<file path="src/rtl/rr_arb_pkg.sv">
// Shared types and helpers for the round-robin arbiter and its downstream grant mux/buffer stage.
package rr_arb_pkg;

    localparam int ARB_N_DEFAULT = 6;
    localparam int MAX_N         = 32;
    localparam int MAX_IW        = 5;

    typedef enum logic [1:0] {
        OCC_EMPTY,
        OCC_ONE,
        OCC_FULL
    } occ_e;

    // Lowest set bit wins, so a multi-hot vector resolves deterministically.
    function automatic logic [MAX_IW-1:0] onehot_to_idx(input logic [MAX_N-1:0] v);
        logic [MAX_IW-1:0] idx;
        idx = '0;
        for (int i = MAX_N - 1; i >= 0; i--) begin
            if (v[i]) idx = MAX_IW'(i);
        end
        return idx;
    endfunction

    function automatic logic is_onehot(input logic [MAX_N-1:0] v);
        return (v != '0) && ((v & (v - MAX_N'(1))) == '0);
    endfunction

endpackage

</file>
<file path="src/rtl/rr_skid_fifo2.sv">
// Two-entry in-order FIFO of {src, data}; head output is forced to zero while empty.
module rr_skid_fifo2
    import rr_arb_pkg::*;
#(
    parameter int W  = 8,
    parameter int IW = 3
) (
    input  logic          clk,
    input  logic          rst_n,
    input  logic          push_i,
    input  logic [IW-1:0] push_src_i,
    input  logic [W-1:0]  push_data_i,
    input  logic          pop_i,
    output logic          full_o,
    output logic          valid_o,
    output logic [IW-1:0] head_src_o,
    output logic [W-1:0]  head_data_o
);

    occ_e            occ_q, occ_d;
    logic            rd_q, rd_d;
    logic            valid_q, full_q;
    logic            push_eff, pop_eff, wr_idx;
    logic [IW-1:0]   src_q  [2];
    logic [W-1:0]    data_q [2];

    assign pop_eff  = pop_i & valid_q;
    assign push_eff = push_i & (!full_q | pop_eff);

    // In FULL the freed head slot is exactly where the new tail lands.
    assign wr_idx = (occ_q == OCC_ONE) ? ~rd_q : rd_q;

    always_comb begin
        occ_d = occ_q;
        rd_d  = rd_q;
        if (pop_eff) rd_d = ~rd_q;
        unique case (occ_q)
            OCC_EMPTY: if (push_eff) occ_d = OCC_ONE;
            OCC_ONE: begin
                if (push_eff && !pop_eff)      occ_d = OCC_FULL;
                else if (pop_eff && !push_eff) occ_d = OCC_EMPTY;
            end
            OCC_FULL:  if (pop_eff && !push_eff) occ_d = OCC_ONE;
            default:   occ_d = OCC_EMPTY;
        endcase
    end

    always_ff @(posedge clk or negedge rst_n) begin
        if (!rst_n) begin
            occ_q   <= OCC_EMPTY;
            rd_q    <= 1'b0;
            valid_q <= 1'b0;
            full_q  <= 1'b0;
            for (int i = 0; i < 2; i++) begin
                src_q[i]  <= '0;
                data_q[i] <= '0;
            end
        end else begin
            occ_q   <= occ_d;
            rd_q    <= rd_d;
            valid_q <= (occ_d != OCC_EMPTY);
            full_q  <= (occ_d == OCC_FULL);
            if (push_eff) begin
                src_q[wr_idx]  <= push_src_i;
                data_q[wr_idx] <= push_data_i;
            end
        end
    end

    assign valid_o     = valid_q;
    assign full_o      = full_q;
    assign head_src_o  = valid_q ? src_q[rd_q]  : '0;
    assign head_data_o = valid_q ? data_q[rd_q] : '0;

endmodule

</file>
<file path="src/rtl/rr_grant_mux_buf.sv">
// Grant decode, payload mux, ack and error flags in front of a 2-entry output buffer.
// Optional macro ARB_MUX_ONEHOT_CHK_EN rejects multi-hot grants and raises mh_err.
module rr_grant_mux_buf
    import rr_arb_pkg::*;
#(
    parameter int N = ARB_N_DEFAULT,
    parameter int W = 8
) (
    input  logic                  clk,
    input  logic                  rst_n,
    input  logic [N-1:0]          gnt,
    input  logic [N*W-1:0]        req_data,
    output logic [N-1:0]          ack,
    output logic                  full,
    output logic                  m_valid,
    output logic [W-1:0]          m_data,
    output logic [$clog2(N)-1:0]  m_src,
    input  logic                  m_ready,
    output logic                  drop_err,
    output logic                  mh_err
);

    localparam int IW = $clog2(N);

    logic [MAX_N-1:0] gnt_ext;
    logic [IW-1:0]    idx;
    logic [W-1:0]     payload;
    logic             gnt_any, gnt_ok, accept, pop, push;
    logic             drop_err_q;

    always_comb begin
        gnt_ext         = '0;
        gnt_ext[N-1:0]  = gnt;
    end

    // Grant is ignored entirely while reset is held so ack stays low.
    assign gnt_any = rst_n & (gnt != '0);
`ifdef ARB_MUX_ONEHOT_CHK_EN
    assign gnt_ok  = gnt_any & is_onehot(gnt_ext);
`else
    assign gnt_ok  = gnt_any;
`endif

    assign idx     = IW'(onehot_to_idx(gnt_ext));
    assign payload = req_data[int'(idx)*W +: W];
    assign pop     = m_valid & m_ready;
    assign accept  = !full | pop;
    assign push    = gnt_ok & accept;

    always_comb begin
        ack = '0;
        if (push) ack[idx] = 1'b1;
    end

    always_ff @(posedge clk or negedge rst_n) begin
        if (!rst_n) begin
            drop_err_q <= 1'b0;
        end else if (gnt_ok && !accept) begin
            drop_err_q <= 1'b1;
        end
    end
    assign drop_err = drop_err_q;

`ifdef ARB_MUX_ONEHOT_CHK_EN
    logic mh_err_q;
    always_ff @(posedge clk or negedge rst_n) begin
        if (!rst_n) begin
            mh_err_q <= 1'b0;
        end else if (gnt_any && !gnt_ok) begin
            mh_err_q <= 1'b1;
        end
    end
    assign mh_err = mh_err_q;
`else
    assign mh_err = 1'b0;
`endif

    rr_skid_fifo2 #(
        .W  (W),
        .IW (IW)
    ) u_fifo (
        .clk         (clk),
        .rst_n       (rst_n),
        .push_i      (push),
        .push_src_i  (idx),
        .push_data_i (payload),
        .pop_i       (pop),
        .full_o      (full),
        .valid_o     (m_valid),
        .head_src_o  (m_src),
        .head_data_o (m_data)
    );

endmodule

</file>
<file path="config.mk">
export PLATFORM = sky130hd
export DESIGN_NAME = rr_grant_mux_buf
export DESIGN_NICKNAME = d
export VERILOG_FILES = /design/src/rtl/rr_arb_pkg.sv /design/src/rtl/rr_skid_fifo2.sv /design/src/rtl/rr_grant_mux_buf.sv
export SDC_FILE = /design/constraint.sdc
export NUM_CORES = 1
export LEC_CHECK = 0
export CAP_MARGIN = 40
export CORE_MARGIN = 1
export CORE_UTILIZATION = 47
export CTS_CLUSTER_DIAMETER = 150
export DETAILED_ROUTE_END_ITERATION = 12
export GPL_ROUTABILITY_DRIVEN = 0
export PLACE_DENSITY = 0.86
export SETUP_SLACK_MARGIN = 0.4
export SLEW_MARGIN = 10
export SYNTH_ARGS = -nofsm -noshare
export SYNTH_HDL_FRONTEND = slang
export SYNTH_HIERARCHICAL = 1
export SYNTH_SLANG_ARGS = --single-unit
export TNS_END_PERCENT = 20
</file>
<file path="constraint.sdc">
create_clock -name clk -period 4.45 [get_ports clk]
set_input_delay 0.89 -clock clk [delete_from_list [all_inputs] [get_ports clk]]
set_output_delay 0.89 -clock clk [all_outputs]
set_load 0.01 [all_outputs]
</file>
==> run summary <==
Floorplanning
• **die span in y** 66.7 um
• **die width** 66.7 um
• **number of core rows** 23
• **boundary pin count** 78
• **overall die area** 4440 um^2
• **initial standard-cell utilization of the core** 49.1%
• **floorplan core area** 4000 um^2

Yosys
• **fraction of the mapped netlist area in simple logic gates** 20.4%
• **post-synthesis sequential area ratio** 35.6%
• **synthesized net count** 238
• **Mapped Area** 1970 um^2
• **adder-cell share of the synthesized area** 0%
• **mux cell area share after synthesis** 21.2%
• **Synth Instances** 181
• **compound-cell area share of the yosys netlist** 15.7%
• **Synth cell types** 41
• **YS warnings** 6
• **area share of xor/xnor cells in the synthesized design** 0.891%
• **main combinational cell family by area after synthesis** multiplexers
• **syn avg cell area** 10.9 um^2
• **synthesis-stage register bit count** 28

Route
• **first drt pass iteration count** 4
• **wire length per cell** 16.5 um
• **wire length on met1** 2180 um
• **Routed Wire Length** 5010 um
• **vias post-DR** 1,676
• **highest signal layer in the routed design** met4
• **Met3 Wirelength** 319 um
• **Initial DRC Count** 67
• **total length of routed met2 wires** 2450 um
• **count of unresolved DRC violations after routing** 0
• **antenna viol nets, final** 0
• **vias per inst** 5.51

Layout
• **diode insertion count for antenna repair** 0
• **area grow syn2layout** 43.2%
• **Final nets** 312
• **summed area of non-filler cells in the final layout** 2810 um^2
• **filler instances** 303
• **number of cells in the finished layout apart from fillers** 304
• **fraction of layout cells with a size suffix above 1** 17.7%

Worst setup path
• **r2r endpoint** u_fifo/data_q[15]
• **startpoint type of the worst setup path** primary input
• **crit path DAT** 3.00 ns
• **worst reg2reg setup slack** 1.88 ns
• **required time reported for the critical path endpoint** 3.56 ns
• **biggest fanout along the worst timing path** 13
• **R2R cell count** 7
• **launch point of the worst reg-to-reg path** u_fifo/valid_o
• **start-to-end type of the worst setup path** primary input to primary output
• **sort of element at the end of the critical path** primary output

Placement
• **number of buffers added on ports** 76
• **placed instance area** 2740 um^2
• **half-perimeter wire length after placement** 3870 um
• **instance count after placement with tap cells included** 300

Power
• **Clk network pwr share** 13.9%
• **sequential cell fraction of total power** 33.9%
• **Net Sw Power** 0.477 mW
• **largest vdd supply drop** 0.379 mV
• **share of total power consumed by net switching** 32.8%
• **total power per unit cell area** 517 nW/um^2
• **Pleak** 1.19 nW
• **Power Internal** 0.978 mW
• **logic gate share of total power** 52.2%

CTS
• **Resized Gates After CTS** 0
• **Skew-Pair Late Insertion Delay** 0.27 ns
• **H-tree depth reported by CTS** 1
• **Bufs on Longest Clock Path** 2
• **number of setup buffers added after CTS** 0
• **sinks on the clock net** 28
• **Clock Pin Slew Worst Setup and Hold Paths** 0.10 ns
• **CTS root buffer** clkbuf_8
• **Hold Buf Count CTS** 0
• **number of clock buffers inserted by TritonCTS** 3
• **CTS tree** yes

Global routing
• **wire length of the first global-routing pass** 7780 um
• **number of antenna violations at the first check in global routing** 0
• **number of global-route vias before repair** 1,599
• **Total Routing Usage GR** 23.9%
• **maximum number of pins on one net before global-route repair** 29
• **global route overflow** 0

Timing
• **TNS Setup** 0 ns
• **actual slew at the worst max-slew pin** 0.716 ns
• **count of final hold-check violations** 0
• **final-report max-slew violation count** 0
• **number of setup violations in the final report** 0
• **minimum period implied by the final worst setup slack** 3.89 ns
• **Worst Skew** 0.00138 ns
• **worst-case headroom to the max-slew limit** 52.3%
• **RSZ-0062 raised after global routing** false
• **achievable frequency** 0.257 GHz
• **fin crit share** 87.4%

Status
• **result of the run** finished, final reports clean

Hold path
• **worst hold path stage count** 1
• **hold-critical path endpoint** u_fifo/src_q[3]
• **Worst Hold Launch** u_fifo/src_q[3]
• **class of the tightest hold or removal check** flop to flop

Run
• **number of maximum-capacitance violations** 0

## critical path, stage by stage
cell,delay [ns]
clkdlybuf4s50_1,0.47
or4_4,0.65
o311ai_4,0.39
nor3_1,0.11
clkdlybuf4s50_1,0.49
## metrics by stage
step / total power [mW] / setup slack (ns) / hold WS [ns] / util, %
final: 1.46 / 0.559 / 0.500 / 70.3
after global routing: 1.54 / 0.503 / 0.519 / 70.3
after global placement: 1.23 / 0.621 / 0.467 / 68.4
after detailed placement: 1.26 / 0.565 / 0.475 / 68.6
after CTS: 1.46 / 0.564 / 0.498 / 70.3
after floorplan: 1.01 / 1.65 / 0.457 / -
## flip-flops by register name (all words and copies together) (netlist names)
register / flops
u_fifo/data_q: 16
u_fifo/src_q: 6
u_fifo/occ_q: 2
drop_err: 1
u_fifo/full_o: 1
u_fifo/rd_q: 1
u_fifo/valid_o: 1
## cell type report
class                   count  area, um^2  area share (%)
clock inverters             1        30.0            1.07
repair buffers             83         813            28.9
clock buffers               3        41.3            1.47
inverters                   5        18.8           0.667
multi-input cells         134        1150            40.8
well taps                  50        62.6            2.22
flip-flops and latches     28         701            24.9
## Yosys cell counts
| library cell | n | share of area (%) |
|---|---|---|
| a211o_1 | 8 | 3.6 |
| a21bo_2 | 2 | 1.0 |
| a21oi_1 | 10 | 2.5 |
| a221o_1 | 8 | 4.1 |
| a31o_2 | 1 | 0.45 |
| and2_1 | 1 | 0.32 |
| and3_1 | 1 | 0.32 |
| and4bb_2 | 2 | 1.3 |
| buf_1 | 2 | 0.38 |
| buf_12 | 1 | 1.0 |
| buf_2 | 3 | 0.76 |
| buf_4 | 1 | 0.38 |
| buf_6 | 3 | 1.7 |
| clkbuf_1 | 4 | 0.76 |
| conb_1 | 1 | 0.19 |
| dfrtp_1 | 28 | 36 |
| inv_1 | 5 | 0.95 |
| mux2_1 | 1 | 0.57 |
| mux2_2 | 12 | 6.9 |
| mux2_4 | 10 | 7.6 |
| mux2i_1 | 12 | 6.1 |
| nand2_1 | 10 | 1.9 |
| nand2b_1 | 2 | 0.64 |
| nand3b_1 | 8 | 3.1 |
| nor2_1 | 6 | 1.1 |
| nor2b_1 | 14 | 4.5 |
| nor2b_4 | 1 | 0.70 |
| nor3_1 | 3 | 0.76 |
| nor4_2 | 1 | 0.64 |
| nor4b_1 | 1 | 0.45 |
| nor4b_2 | 1 | 0.76 |
| nor4bb_1 | 6 | 3.1 |
| o21ai_0 | 1 | 0.25 |
| o21bai_1 | 2 | 0.76 |
| o22ai_1 | 1 | 0.32 |
| o311ai_4 | 1 | 1.3 |
| o31ai_1 | 2 | 0.76 |
| o31ai_2 | 1 | 0.64 |
| or2_2 | 1 | 0.32 |
| or4_4 | 1 | 0.57 |
| xnor2_1 | 2 | 0.89 |
## power groups by stage
stage | Clock (mW) | Sequential, mW | Combinational (mW)
final | 0.202 | 0.494 | 0.760
after floorplan | 0 | 0.441 | 0.566
after global routing | 0.213 | 0.510 | 0.814
after detailed placement | 0 | 0.494 | 0.763
after global placement | 0 | 0.490 | 0.741
after CTS | 0.205 | 0.493 | 0.765
## layer usage
| layer | global-route usage (%) | vias up |
|---|---|---|
| met2 | 40.5 | 56 |
| li1 | - | 815 |
| met4 | 5.85 | 0 |
| met5 | 0 | - |
| met1 | 31.3 | 799 |
| met3 | 3.94 | 6 |
## cells in the final DEF, fill, tap and decap left out, types with 2 or more instances in the layout
master / count
inv_1: 5
a211o_1: 8
nand2b_1: 2
mux2i_1: 12
a221o_1: 8
nor3_1: 3
mux2_2: 12
a21bo_2: 2
dfrtp_1: 28
buf_4: 7
nand3b_1: 8
and4bb_2: 2
nor2_1: 6
o21bai_1: 2
clkdlybuf4s50_1: 76
clkbuf_8: 3
a21oi_1: 10
nor2b_1: 14
nor4bb_1: 6
xnor2_1: 2
mux2_4: 10
o31ai_1: 2
nand2_1: 10
## worst max-delay path by stage
| stage | slack (ns) | start | depth (start not counted) | end |
|---|---|---|---|---|
| global placement | 0.62 | gnt[3] | 5 | ack[2] |
| CTS | 0.56 | gnt[3] | 5 | ack[2] |
| global route | 0.50 | gnt[3] | 5 | ack[2] |
| detailed placement | 0.57 | gnt[3] | 5 | ack[2] |
| finish | 0.56 | gnt[3] | 5 | ack[4] |
| floorplan | 1.65 | gnt[2] | 3 | ack[5] |
## kinds of logic after synthesis
| logic type | after synthesis |
|---|---|
| and+or+nand+nor | 59 |
| AOI/OAI and AO/OA | 37 |
| muxes | 35 |
| DFF | 28 |
| buffers and inverters | 19 |
| xor gates and xnor gates | 2 |
| other | 1 |
Power figures use the tool's default switching activity.
